### src/rtl/score_accum_pkg.sv
`default_nettype none
// +--------------------------------------------------------------------+
// | Module : score_accum_pkg                                           |
// | Brief  : Shared encodings for the score engine: judgement grades,  |
// |          FSM state codes, BCD limits and the BCD doubling helper.  |
// | Rev    : 1.0  initial release                                      |
// +--------------------------------------------------------------------+
package score_accum_pkg;

  // Judgement grades as delivered by the judge logic
  localparam logic [1:0] GRADE_MISS    = 2'd0;
  localparam logic [1:0] GRADE_GOOD    = 2'd1;
  localparam logic [1:0] GRADE_GREAT   = 2'd2;
  localparam logic [1:0] GRADE_PERFECT = 2'd3;

  // Serial-add FSM: one state per BCD digit
  localparam int unsigned STATE_W = 3;
  localparam logic [STATE_W-1:0] S_IDLE = 3'd0;
  localparam logic [STATE_W-1:0] S_ADD0 = 3'd1;
  localparam logic [STATE_W-1:0] S_ADD1 = 3'd2;
  localparam logic [STATE_W-1:0] S_ADD2 = 3'd3;
  localparam logic [STATE_W-1:0] S_ADD3 = 3'd4;

  // Largest displayable score and combo ceiling
  localparam logic [15:0] BCD_MAX   = 16'h9999;
  localparam logic [7:0]  COMBO_MAX = 8'd255;

  // Doubles a single BCD digit (0..9) into a two-digit BCD value (0..18)
  function automatic logic [7:0] bcd_double(input logic [3:0] pts);
    logic [4:0] dbl;
    dbl = {pts, 1'b0};
    if (dbl > 5'd9) begin
      bcd_double = {4'd1, dbl[3:0] - 4'd10};
    end else begin
      bcd_double = {3'd0, dbl};
    end
  endfunction

endpackage
`default_nettype wire

### src/rtl/score_accum_bcd_digit_add.sv
`default_nettype none
// +--------------------------------------------------------------------+
// | Module : score_accum_bcd_digit_add                                 |
// | Brief  : Combinational one-digit BCD adder, a + b + cin with       |
// |          decimal correction. Operands are valid BCD digits.        |
// | Rev    : 1.0  initial release                                      |
// +--------------------------------------------------------------------+
module score_accum_bcd_digit_add (
  input  logic [3:0] a_i,
  input  logic [3:0] b_i,
  input  logic       cin_i,
  output logic [3:0] sum_o,
  output logic       cout_o
);

  logic [4:0] raw;

  // Binary sum (max 19) folded back into one decimal digit plus carry
  always_comb begin
    raw    = {1'b0, a_i} + {1'b0, b_i} + {4'd0, cin_i};
    cout_o = (raw > 5'd9);
    // For 10..19 the low nibble wraps modulo 16, so subtracting 10 in
    // four bits lands exactly on 0..9.
    sum_o  = cout_o ? (raw[3:0] - 4'd10) : raw[3:0];
  end

endmodule
`default_nettype wire

### src/rtl/score_accum.sv
`default_nettype none
// +--------------------------------------------------------------------+
// | Module : score_accum                                               |
// | Brief  : Finger Dancer score engine. Accepts hit judgements over   |
// |          ready/valid, adds points into a 4-digit packed-BCD score  |
// |          one digit per cycle, tracks combo, saturates at 9999.     |
// |          Optional macro COMBO_BONUS_EN doubles points once the     |
// |          combo reaches COMBO_THRESH.                               |
// | Rev    : 1.0  initial release                                      |
// +--------------------------------------------------------------------+
module score_accum
  import score_accum_pkg::*;
#(
  parameter logic [3:0] PTS_GOOD     = 4'd1,
  parameter logic [3:0] PTS_GREAT    = 4'd2,
  parameter logic [3:0] PTS_PERFECT  = 4'd5,
  parameter logic [7:0] COMBO_THRESH = 8'd10
) (
  input  logic        clk,
  input  logic        rst_n,
  input  logic        clear,
  input  logic        hit_valid,
  input  logic [1:0]  hit_grade,
  output logic        ready,
  output logic        dropped,
  output logic [15:0] num,
  output logic [7:0]  combo,
  output logic        sat
);

  logic [STATE_W-1:0] state_q, state_d;
  logic [15:0]        num_q;
  logic [11:0]        work_q;      // shadow of the low three new digits
  logic [7:0]         addend_q, addend_d;
  logic               carry_q;
  logic [7:0]         combo_q, combo_d;
  logic               sat_q;
  logic               dropped_q;

  logic               accept;
  logic               combo_hot;
  logic               bonus;
  logic [3:0]         pts;
  logic [3:0]         dig_a, dig_b, dig_sum;
  logic               dig_cout;

  assign accept    = hit_valid & ready;
  assign combo_hot = (combo_q >= COMBO_THRESH);

`ifdef COMBO_BONUS_EN
  assign bonus = combo_hot & (hit_grade != GRADE_MISS);
`else
  // Threshold compare stays in the netlist but is masked off in this build.
  assign bonus = 1'b0 & combo_hot;
`endif

  // State register; clear aborts any add in progress
  always_ff @(posedge clk) begin
    if (!rst_n || clear) begin
      state_q <= S_IDLE;
    end else begin
      state_q <= state_d;
    end
  end

  // Next-state: every accept (including MISS) walks all four digits
  always_comb begin
    state_d = state_q;
    case (state_q)
      S_IDLE:  if (accept) state_d = S_ADD0;
      S_ADD0:  state_d = S_ADD1;
      S_ADD1:  state_d = S_ADD2;
      S_ADD2:  state_d = S_ADD3;
      S_ADD3:  state_d = S_IDLE;
      default: state_d = S_IDLE;
    endcase
  end

  // FSM outputs: judgements are only taken while idle
  always_comb begin
    ready = (state_q == S_IDLE);
  end

  // Points for the presented grade, combo next value and latched addend
  always_comb begin
    pts = 4'd0;
    case (hit_grade)
      GRADE_GOOD:    pts = PTS_GOOD;
      GRADE_GREAT:   pts = PTS_GREAT;
      GRADE_PERFECT: pts = PTS_PERFECT;
      default:       pts = 4'd0;
    endcase
    addend_d = bonus ? bcd_double(pts) : {4'd0, pts};
    if (hit_grade == GRADE_MISS) begin
      combo_d = 8'd0;
    end else if (combo_q == COMBO_MAX) begin
      combo_d = combo_q;
    end else begin
      combo_d = combo_q + 8'd1;
    end
  end

  // Operand mux feeding the single shared digit adder
  always_comb begin
    dig_a = num_q[3:0];
    dig_b = addend_q[3:0];
    case (state_q)
      S_ADD1: begin
        dig_a = num_q[7:4];
        dig_b = addend_q[7:4];
      end
      S_ADD2: begin
        dig_a = num_q[11:8];
        dig_b = 4'd0;
      end
      S_ADD3: begin
        dig_a = num_q[15:12];
        dig_b = 4'd0;
      end
      default: begin
        dig_a = num_q[3:0];
        dig_b = addend_q[3:0];
      end
    endcase
  end

  score_accum_bcd_digit_add u_digit_add (
    .a_i    (dig_a),
    .b_i    (dig_b),
    .cin_i  (carry_q),
    .sum_o  (dig_sum),
    .cout_o (dig_cout)
  );

  // Datapath: latch addend/combo on accept, build digits in the shadow,
  // commit all four at once so the display never sees a partial score
  always_ff @(posedge clk) begin
    if (!rst_n || clear) begin
      num_q    <= 16'h0000;
      work_q   <= 12'h000;
      addend_q <= 8'h00;
      carry_q  <= 1'b0;
      combo_q  <= 8'd0;
      sat_q    <= 1'b0;
    end else begin
      if (accept) begin
        addend_q <= addend_d;
        carry_q  <= 1'b0;
        combo_q  <= combo_d;
      end
      case (state_q)
        S_ADD0: begin
          work_q[3:0] <= dig_sum;
          carry_q     <= dig_cout;
        end
        S_ADD1: begin
          work_q[7:4] <= dig_sum;
          carry_q     <= dig_cout;
        end
        S_ADD2: begin
          work_q[11:8] <= dig_sum;
          carry_q      <= dig_cout;
        end
        S_ADD3: begin
          if (dig_cout || sat_q) begin
            num_q <= BCD_MAX;
            sat_q <= 1'b1;
          end else begin
            num_q <= {dig_sum, work_q};
          end
        end
        default: ;
      endcase
    end
  end

  // One-cycle pulse for each judgement presented while busy
  always_ff @(posedge clk) begin
    if (!rst_n || clear) begin
      dropped_q <= 1'b0;
    end else begin
      dropped_q <= hit_valid & ~ready;
    end
  end

  assign dropped = dropped_q;
  assign num     = num_q;
  assign combo   = combo_q;
  assign sat     = sat_q;

endmodule
`default_nettype wire

### config.mk
export PLATFORM = sky130hd
export DESIGN_NAME = score_accum
export DESIGN_NICKNAME = d
export VERILOG_FILES = /design/src/rtl/score_accum_pkg.sv /design/src/rtl/score_accum_bcd_digit_add.sv /design/src/rtl/score_accum.sv
export SDC_FILE = /design/constraint.sdc
export NUM_CORES = 1
export LEC_CHECK = 0
export ABC_AREA = 0
export BUFFER_PORTS_ARGS = -buffer_cell sky130_fd_sc_hd__buf_2
export CAP_MARGIN = 15
export CORE_AREA = 5 5 84 86
export DETAILED_ROUTE_END_ITERATION = 16
export DIE_AREA = 0 0 89 91
export PLACE_DENSITY_LB_ADDON = 0.1
export SLEW_MARGIN = 0
export SYNTH_ARGS = -nofsm -noshare
export SYNTH_HDL_FRONTEND = slang
export SYNTH_SLANG_ARGS = --single-unit
### constraint.sdc
create_clock -name clk -period 4.35 [get_ports clk]
set_clock_uncertainty 0.05 [all_clocks]
set_input_delay 0.435 -clock clk [delete_from_list [all_inputs] [get_ports clk]]
set_output_delay 0.435 -clock clk [all_outputs]
set_load 0.03 [all_outputs]
==> impl_metrics.py, run 1 <==
metrics = {
    "status": {
        "status": "finished, final reports clean",
    },
    "worst_setup_path": {
        "cpMostUsedCell": "fa_1",
        "start_kind": "flop",
        "cpMaxStageDelayCell": "or4b_1",
        "max_stage_delay_ns": 0.54,
        "cp_max_fo": 10,
        "arrival_ns": 4.16,
        "crit_path_end_kind": "flop",
        "r2r_slack_ns": 0.37,
        "required_ns": 4.53,
        "worstPathCellList": "nor2b_1, a221oi_1, a21oi_1, a21o_1, fa_1, fa_1, xnor2_1, ha_1, or3b_1, o311ai_1, mux2i_4, or4b_1, o211ai_1",
        "worstSetupPathType": "flop to flop",
    },
    "sta": {
        "finalCritPeriodShare_pct": 91.5,
        "timing.slew.headroom_pct": 44.5,
        "max_freq_mhz": 251,
        "setup_viol": 0,
        "worst_slew_pin_slew_ns": 0.826,
        "rsz0062_at_grt": "false",
        "final.setup.tns_ns": 0,
        "finalHoldViolCount": 0,
        "slew_viol_final": 0,
        "min_period_ns": 3.98,
    },
    "clock_network": {
        "clkSlewWorstSetupHoldPaths_ns": 0.08,
        "clock_latency_ns": 0.30,
        "cts_buffers": 5,
        "ctsRootBufferMaster": "clkbuf_8",
        "h-tree-depth": 2,
        "postCtsHoldBufs": 0,
        "ctsResizeCount": 0,
        "clockBufferDepth": 2,
        "cts_setup_buffers": 0,
        "cts_sinks": 45,
        "cts_tree": "done",
    },
    "synth": {
        "async_flop_share_pct": 0,
        "synth_ff_type": "dfxtp_1",
        "syn_nets": 253,
        "ys_seq_area_share_pct": 42.4,
        "synth-seq-cells": 45,
        "synth.distinct_cells": 49,
        "syn_area_sq_um": 2130,
        "syn_area_per_cell_sq_um": 8.82,
        "synth_edf_count": 0,
        "yosysWarnings": 0,
        "syn_inst": 241,
    },
    "floorplan": {
        "core_area_sq_um": 6200,
        "start_util_pct": 34.3,
        "rows": 29,
        "fp.dieW_um": 89,
        "io_pins": 33,
        "dieHeight_um": 91,
        "dieArea_sq_um": 8100,
    },
    "place": {
        "dp_hpwl_um": 4050,
        "placed_area_sq_um": 2380,
        "port-buffer-count": 32,
        "gp_congestion": 0.826,
    },
    "drt": {
        "wl_um": 5570,
        "num_vias": 1867,
        "drt_iter0_markers": 87,
        "drc": 0,
        "wl_per_cell_um": 15.8,
        "vias_per_cell": 5.30,
        "first_pass_iters": 4,
        "ant_nets": 0,
    },
    "power": {
        "max-vdd-ir-drop_mv": 0.155,
        "p_per_area_nw_per_um2": 299,
        "p_leak_nw": 0.965,
    },
    "final_layout": {
        "layout_common_cells": "45 x dfxtp_1, 32 x buf_2, 24 x nor2_1, 23 x a21oi_1, 21 x nand2_1",
        "insertedDiodeCount": 0,
        "num-fill-cells": 634,
        "postLayoutCellArea_sq_um": 2470,
        "drive_gt1_share_pct": 20.7,
        "layout.cells.most_common": "dfxtp_1",
        "syn2layout_area_growth_pct": 16.2,
        "layout.nets": 287,
    },
    "global_route": {
        "grt_pass1_vias": 1713,
        "grt_overflow": 0,
        "grt_max_degree": 33,
        "grt_usage_pct": 14.4,
        "grt_pass1_wl_um": 9000,
        "antenna_found_initial": 0,
    },
    "min_path": {
        "hold_class": "input pin to flop",
    },
    "flow_run": {
        "drv_cap": 0,
    },
}
==> cell families (layout without fill, tap and decap cells) <==
logic type      Yosys count  after routing  share of synthesized area (%)
compound gates           67             67                           21.2
xor+xnor                 11             11                           4.53
fa+ha+maj                 6              6                           4.24
buf+inv                  13             47                           2.53
flops                    45             45                           42.4
mux                       1              1                           1.06
simple gates             98             98                           24.1
==> stage by stage <==
step	setup WS [ns]	util [%]	std cells	hold WS, ns	total power, W
after global routing	0.112	39.8	352	0.375	0.000773
after floorplan	0.375	-	241	0.377	0.000466
after CTS	0.365	39.8	352	0.350	0.000749
final	0.372	39.8	352	0.360	0.000739
after global placement	0.494	38.4	345	0.395	0.000483
after detailed placement	0.383	38.4	345	0.396	0.000483
==> flip-flops by register name (all words and copies together) (netlist names) <==
| register | count |
|---|---|
| dropped | 1 |
| combo | 8 |
| carry_q | 1 |
| sat | 1 |
| work_q | 12 |
| addend_q | 3 |
| state_q | 3 |
| num | 16 |
==> synth_stat cells (3+ instances only) <==
| master | instances | area share [%] |
|---|---|---|
| dfxtp_1 | 45 | 42 |
| nor2_1 | 24 | 4.2 |
| a21oi_1 | 23 | 5.4 |
| nand2_1 | 21 | 3.7 |
| o21ai_0 | 16 | 3.8 |
| nand3_1 | 12 | 2.8 |
| nor2b_1 | 9 | 2.6 |
| xnor2_1 | 8 | 3.3 |
| clkbuf_1 | 6 | 1.1 |
| o221a_2 | 6 | 3.2 |
| nand2b_1 | 5 | 1.5 |
| nor3_1 | 5 | 1.2 |
| buf_2 | 4 | 0.94 |
| ha_1 | 4 | 2.4 |
| a21o_1 | 3 | 1.1 |
| and3_1 | 3 | 0.88 |
| nand4_1 | 3 | 0.88 |
| nor3b_1 | 3 | 1.1 |
| o211ai_1 | 3 | 1.1 |
| xor2_1 | 3 | 1.2 |
==> area by class of cell <==
cell class | count | area [sq um] | share of cell area (%)
clock buffers | 7 | 86.3 | 3.50
inverters | 2 | 7.51 | 0.304
multi-input cells | 183 | 1170 | 47.5
flip-flops and latches | 45 | 901 | 36.5
well taps | 77 | 96.3 | 3.90
repair buffers | 38 | 205 | 8.31
==> worst max-delay path: cells and delay by family (launching register included) <==
family | cells | cell delay [ns]
flops | 1 | 0.49
simple gates | 3 | 1.08
mux | 1 | 0.22
fa+ha+maj | 3 | 1.12
compound gates | 5 | 0.76
xor+xnor | 1 | 0.18
==> per-layer routing <==
layer / track usage, % / vias up / part of all wire (%)
li1: - / 945 / -
met1: 21.5 / 877 / 52
met2: 20.1 / 36 / 42
met3: 3.89 / 9 / 4.6
met4: 4.22 / 0 / 1.7
met5: 0 / - / 0
==> final timing paths <==
kind,to,start,cells past startpoint
max reg2reg,work_q[6],state_q[2],13
min reg2reg,num[5],work_q[5],2
max,work_q[6],state_q[2],13
min,dropped,hit_valid,3
==> power breakdown <==
| group | switching [W] | total [W] | internal (W) |
|---|---|---|---|
| clock | 0.000139 | 0.000265 | 0.000126 |
| combinational | 0.0000366 | 0.0000558 | 0.0000192 |
| sequential | 0.00000323 | 0.000417 | 0.000414 |
| total | 0.000179 | 0.000739 | 0.000560 |
Power figures use the tool's default switching activity.
==> inputs of run 2 (changes only) <==
==> constraint.sdc (replaced) <==
create_clock -name clk -period 5.1 [get_ports clk]
set_clock_uncertainty 0.05 [all_clocks]
set_input_delay 0.51 -clock clk [delete_from_list [all_inputs] [get_ports clk]]
set_output_delay 0.51 -clock clk [all_outputs]
set_load 0.03 [all_outputs]
==> run 2 against run 1 <==
Final cell count fell by 1.1%. Highest routed layer unchanged. Non-clock buffer count down 5. Utilization decreased by 0.71 points. Via count shrank 1.4%. Hold slack better by 0.050 ns. Combinational power down 20%. Clock power is 18% lower. Total power down 16%. Sequential power is 14% lower. Largest power group unchanged.
==> impl_metrics.py, run 2 (synthesis gave the netlist of run 1 again) <==
metrics = {
    "clock_network": {
        "clkSlewWorstSetupHoldPaths_ns": 0.08,
        "cts_buffers": 5,
        "clock_latency_ns": 0.29,
        "postCtsHoldBufs": 0,
        "ctsResizeCount": 0,
        "cts_setup_buffers": 0,
        "cts_sinks": 45,
        "cts_tree": "done",
        "ctsRootBufferMaster": "clkbuf_8",
        "clockBufferDepth": 2,
        "h-tree-depth": 2,
    },
    "flow_run": {
        "drv_cap": 0,
    },
    "worst_setup_path": {
        "cpMaxStageDelayCell": "dfxtp_1",
        "r2r_cells": 13,
        "critPathLaunch": "state_q[2]",
        "path_delay_family": "adder cells",
        "worstPathCellList": "nor2b_1, a221oi_1, a21oi_1, a21o_1, fa_1, fa_1, inv_1, ha_1, or3b_1, o311ai_1, mux2i_4, or4b_1, o211ai_1",
        "cp_max_fo": 16,
        "crit_end": "work_q[6]",
        "arrival_ns": 4.40,
        "r2r-start": "state_q[2]",
        "worstSetupPathType": "flop to flop",
        "start_kind": "flop",
        "worstReg2RegEnd": "work_q[6]",
        "cp.depth": 13,
        "required_ns": 5.27,
        "crit_path_end_kind": "flop",
        "max_stage_delay_ns": 0.64,
        "r2r_slack_ns": 0.87,
        "cpMostUsedCell": "fa_1",
        "crit_buf_inv": 1,
    },
    "drt": {
        "vias_per_cell": 5.29,
        "drc": 0,
        "wl_um": 5510,
        "first_pass_iters": 4,
        "drt_iter0_markers": 128,
        "ant_nets": 0,
        "wl_per_cell_um": 15.8,
        "num_vias": 1840,
    },
    "floorplan": {
        "start_util_pct": 34.3,
        "core_area_sq_um": 6200,
        "fp.dieW_um": 89,
        "io_pins": 33,
        "rows": 29,
        "dieHeight_um": 91,
        "dieArea_sq_um": 8100,
    },
    "sta": {
        "setup_viol": 0,
        "timing.slew.headroom_pct": 45.5,
        "max_freq_mhz": 236,
        "finalHoldViolCount": 0,
        "finalCritPeriodShare_pct": 83.0,
        "final.setup.tns_ns": 0,
        "min_period_ns": 4.23,
        "holdWs_ns": 0.409,
        "slew_viol_final": 0,
        "worst_slew_pin_slew_ns": 0.810,
        "rsz0062_at_grt": "false",
    },
    "final_layout": {
        "layout.cells.most_common": "dfxtp_1",
        "largest_reg_flops": 16,
        "final-seq-area_sq_um": 901,
        "layout.nets": 282,
        "drive_gt1_share_pct": 18.8,
        "syn2layout_area_growth_pct": 14.1,
        "num-fill-cells": 636,
        "layout_common_cells": "45 x dfxtp_1, 32 x buf_2, 24 x nor2_1, 23 x a21oi_1, 21 x nand2_1",
        "insertedDiodeCount": 0,
        "multiInputGateArea_sq_um": 1170,
    },
    "global_route": {
        "antenna_found_initial": 0,
        "grt_pass1_wl_um": 9220,
        "grt_pass1_vias": 1753,
        "grt_max_degree": 33,
        "grt_overflow": 0,
        "grt_usage_pct": 14.6,
    },
    "status": {
        "status": "finished, final reports clean",
    },
    "place": {
        "port-buffer-count": 32,
        "gp_congestion": 0.844,
        "dp_hpwl_um": 3890,
    },
    "power": {
        "max-vdd-ir-drop_mv": 0.155,
        "p_per_area_nw_per_um2": 255,
        "p_leak_nw": 0.934,
    },
    "min_path": {
        "hold_class": "flop to flop",
    },
}
run 2: cell types whose count changed in the layout (fill, tap and decap cells not counted):
cell      before  now
buf_4          6    1
clkbuf_1       1    3
clkbuf_8       6    5
run 2: final cells by class:
cell class / count / area share, %
inverter: 2 / 0.309
multi-input combinational: 183 / 48.4
sequential: 45 / 37.1
clock buffer: 8 / 3.30
timing repair buffer: 33 / 6.91
tap: 77 / 3.97
run 2: layer usage:
layer | GRT usage, % | vias to the layer above | routed length [um] | part of all wire (%)
li1 | - | 934 | - | -
met2 | 21.7 | 29 | 2490 | 45
met4 | 3.72 | 0 | 29 | 0.53
met5 | 0 | - | 0 | 0
met3 | 3.08 | 2 | 179 | 3.2
met1 | 21.5 | 875 | 2820 | 51
run 2: worst min-delay path by stage:
stage                  end  cells after the start         from  slack (ns)
2_1_floorplan  addend_q[2]                      2  addend_q[2]        0.38
3_3_place_gp        num[9]                      2    work_q[9]        0.39
3_5_place_dp        num[1]                      2    work_q[1]        0.40
4_1_cts             num[1]                      2    work_q[1]        0.41
5_1_grt             num[9]                      2    work_q[9]        0.43
6_report            num[9]                      2    work_q[9]        0.41
run 2: power breakdown:
| group | switching, W | internal (W) | total [W] |
|---|---|---|---|
| logic | 0.0000294 | 0.0000154 | 0.0000448 |
| clock network | 0.000118 | 0.0000976 | 0.000216 |
| registers | 0.00000400 | 0.000353 | 0.000357 |
| total | 0.000151 | 0.000466 | 0.000618 |
run 2: worst register-to-register path, cell delays in order (launching register included):
cell      delay (ns)
dfxtp_1         0.64
nor2b_1         0.23
a221oi_1        0.32
a21oi_1         0.07
a21o_1          0.19
fa_1            0.42
fa_1            0.53
inv_1           0.11
ha_1            0.24
or3b_1          0.38
o311ai_1        0.12
mux2i_4         0.22
or4b_1          0.54
o211ai_1        0.09
run 2: through the flow:
stage	cells	instance area [sq um]	utilization [%]	total power [W]	setup WS (ns)
after CTS	348	2430	39.1	0.000624	0.863
final	348	2430	39.1	0.000618	0.869
after global routing	348	2430	39.1	0.000643	0.567
after detailed placement	340	2350	37.8	0.000411	0.880
after global placement	340	2350	37.8	0.000411	0.972
after floorplan	241	2130	-	0.000397	1.12
==> inputs of run 3 (changes only) <==
==> constraint.sdc (replaced) <==
create_clock -name clk -period 3.5 [get_ports clk]
set_clock_uncertainty 0.05 [all_clocks]
set_input_delay 0.35 -clock clk [delete_from_list [all_inputs] [get_ports clk]]
set_output_delay 0.35 -clock clk [all_outputs]
set_load 0.03 [all_outputs]
==> run 3 against run 2 <==
The run now ends with setup timing left. Clock power rose by 53%. Global-route usage rose by 0.23 points. Critical path depth did not move. Die area did not move. Sequential share of layout area fell by 3.6 points. Hold slack got worse by 0.12 ns. Final cell count rose by 6.6%. Count of clock-buffer cells in the layout fell by 1. Fmax rose by 21%. Wire length rose by 2.5%. Worst setup slack got worse by 0.88 ns.
==> impl_metrics.py, run 3 (synthesis gave the netlist of run 1 again) <==
metrics = {
    "min_path": {
        "min_to": "dropped",
        "hold_class": "input pin to flop",
        "whs_path_depth": 3,
        "hold_path.startpoint": "hit_valid",
    },
    "final_layout": {
        "postLayoutCoreUtil_pct": 43.5,
        "syn2layout_area_growth_pct": 27.0,
        "final-seq-area_sq_um": 906,
        "layout.cells.most_common": "dfxtp_1",
        "num-fill-cells": 645,
        "largest_reg_flops": 16,
        "layout_common_cells": "43 x dfxtp_1, 32 x buf_2, 25 x buf_4, 24 x nor2_1, 23 x a21oi_1",
        "layout.nets": 306,
        "multiInputGateArea_sq_um": 1260,
        "insertedDiodeCount": 0,
        "postLayoutCellArea_sq_um": 2700,
        "drive_gt1_share_pct": 30.6,
    },
    "global_route": {
        "grt_pass1_wl_um": 9400,
        "grt_max_degree": 22,
        "antenna_found_initial": 0,
        "grt_usage_pct": 14.9,
        "grt_overflow": 0,
        "grt_pass1_vias": 1837,
    },
    "clock_network": {
        "ctsRootBufferMaster": "clkbuf_8",
        "cts_buffers": 5,
        "cts_tree": "done",
        "cts_sinks": 45,
        "clkSlewWorstSetupHoldPaths_ns": 0.09,
        "h-tree-depth": 2,
        "postCtsHoldBufs": 0,
        "clock_latency_ns": 0.29,
        "clockBufferDepth": 2,
    },
    "sta": {
        "worst_slew_pin_slew_ns": 0.737,
        "setup_viol": 1,
        "finalHoldViolCount": 0,
        "fin_ws_ns": -0.00822,
        "min_period_ns": 3.51,
        "timing.slew.headroom_pct": 50.5,
        "max_freq_mhz": 285,
        "finalCritPeriodShare_pct": 100,
        "rsz0062_at_grt": "true",
        "slew_viol_final": 0,
    },
    "floorplan": {
        "dieArea_sq_um": 8100,
        "start_util_pct": 34.3,
        "rows": 29,
        "fp.dieW_um": 89,
        "core_area_sq_um": 6200,
        "io_pins": 33,
        "dieHeight_um": 91,
    },
    "power": {
        "clkPwrFrac_pct": 35.2,
        "p_per_area_nw_per_um2": 347,
        "p_switching_w": 0.000227,
        "max-vdd-ir-drop_mv": 0.197,
        "swShare_pct": 24.3,
        "internal-power_w": 0.000708,
        "p_leak_nw": 1.07,
        "seqPwrFrac_pct": 55.2,
        "p_comb_share_pct": 9.5,
    },
    "worst_setup_path": {
        "arrival_ns": 3.67,
        "r2r_cells": 13,
        "required_ns": 3.67,
        "worstReg2RegEnd": "work_q[2]",
        "worstSetupPathType": "flop to flop",
        "r2r_slack_ns": -0.008,
        "r2r-start": "state_q[1]",
        "crit_path_end_kind": "flop",
        "cp_max_fo": 8,
        "start_kind": "flop",
    },
    "drt": {
        "first_pass_iters": 4,
        "ant_nets": 0,
        "wl_per_cell_um": 15.2,
        "drc": 0,
        "vias_per_cell": 5.13,
        "wl_um": 5650,
        "num_vias": 1904,
        "met2_wirelength_um": 2580,
        "wl_met1_um": 2830,
        "drt_iter0_markers": 69,
        "highest_layer": "met4",
        "dr_wl_met3_um": 176,
    },
    "place": {
        "port-buffer-count": 32,
        "gp_congestion": 0.851,
        "placed_area_sq_um": 2550,
        "post-place-ws_ns": -0.0433,
        "dp_hpwl_um": 4160,
    },
    "status": {
        "status": "complete, but fails checks",
        "violations": "setup timing",
    },
    "flow_run": {
        "drv_cap": 0,
    },
}
-- run 3: cell count changes in the layout (fill, tap and decap cells not counted), sizes merged --
cell | before | now
buf | 33 | 57
clkbuf | 8 | 7
-- run 3: layout make-up --
class / count / share of cell area, %
timing repair buffer: 57 / 12.9
clock buffer: 7 / 3.20
multi-input combinational: 183 / 46.5
sequential: 45 / 33.5
tap: 77 / 3.57
inverter: 2 / 0.278
-- run 3: power by group through the flow --
stage / Clock [W] / Sequential, W / Combinational [W]
floorplan: 0 / 0.000530 / 0.0000547
global placement: 0 / 0.000530 / 0.0000833
detailed placement: 0 / 0.000530 / 0.0000832
CTS: 0.000344 / 0.000518 / 0.0000860
global route: 0.000366 / 0.000518 / 0.0000994
finish: 0.000330 / 0.000517 / 0.0000892
-- run 3: worst max-delay path by stage --
stage | endpoint | from | cells after the start | slack, ns
after floorplan | work_q[2] | state_q[1] | 15 | -0.12
after global placement | work_q[2] | state_q[2] | 14 | 0.03
after detailed placement | work_q[2] | state_q[2] | 14 | -0.04
after CTS | work_q[2] | state_q[2] | 14 | -0.007
after global routing | work_q[2] | state_q[1] | 13 | -0.13
final | work_q[2] | state_q[1] | 13 | -0.008
-- run 3: critical path, cell delays in order (launching register included) --
cell,delay [ns]
dfxtp_2,0.35
nor2b_4,0.14
a221oi_2,0.22
a21oi_1,0.06
a21o_1,0.17
fa_2,0.37
fa_2,0.55
inv_2,0.06
ha_4,0.16
or3b_4,0.38
o311ai_4,0.08
mux2i_4,0.17
or4_4,0.55
o211ai_1,0.11
-- run 3: per-layer routing --
metal | global-route usage [%] | vias to the layer above
met5 | 0 | -
met4 | 4.22 | 0
met3 | 3.53 | 6
met2 | 22.6 | 29
met1 | 20.9 | 888
li1 | - | 981
-- run 3: stage by stage --
| step | hold slack (ns) | std cells | TNS (ns) | total power [W] |
|---|---|---|---|---|
| 5_1_grt | 0.276 | 371 | -0.884 | 0.000983 |
| 2_1_floorplan | 0.377 | 241 | -0.366 | 0.000585 |
| 3_5_place_dp | 0.394 | 362 | -0.0814 | 0.000613 |
| 3_3_place_gp | 0.398 | 362 | 0 | 0.000613 |
| 6_report | 0.286 | 371 | -0.00822 | 0.000936 |
| 4_1_cts | 0.271 | 370 | -0.0133 | 0.000948 |
-- run 3: repair_timing --
| action | in CTS | in global routing |
|---|---|---|
| setup buffers | 1 | 2 |
| endpoints found under the hold margin | 0 | 0 |
| resized for setup | 4 | 7 |
| setup endpoints to repair | 3 | 22 |
| pin swaps | 5 | 2 |
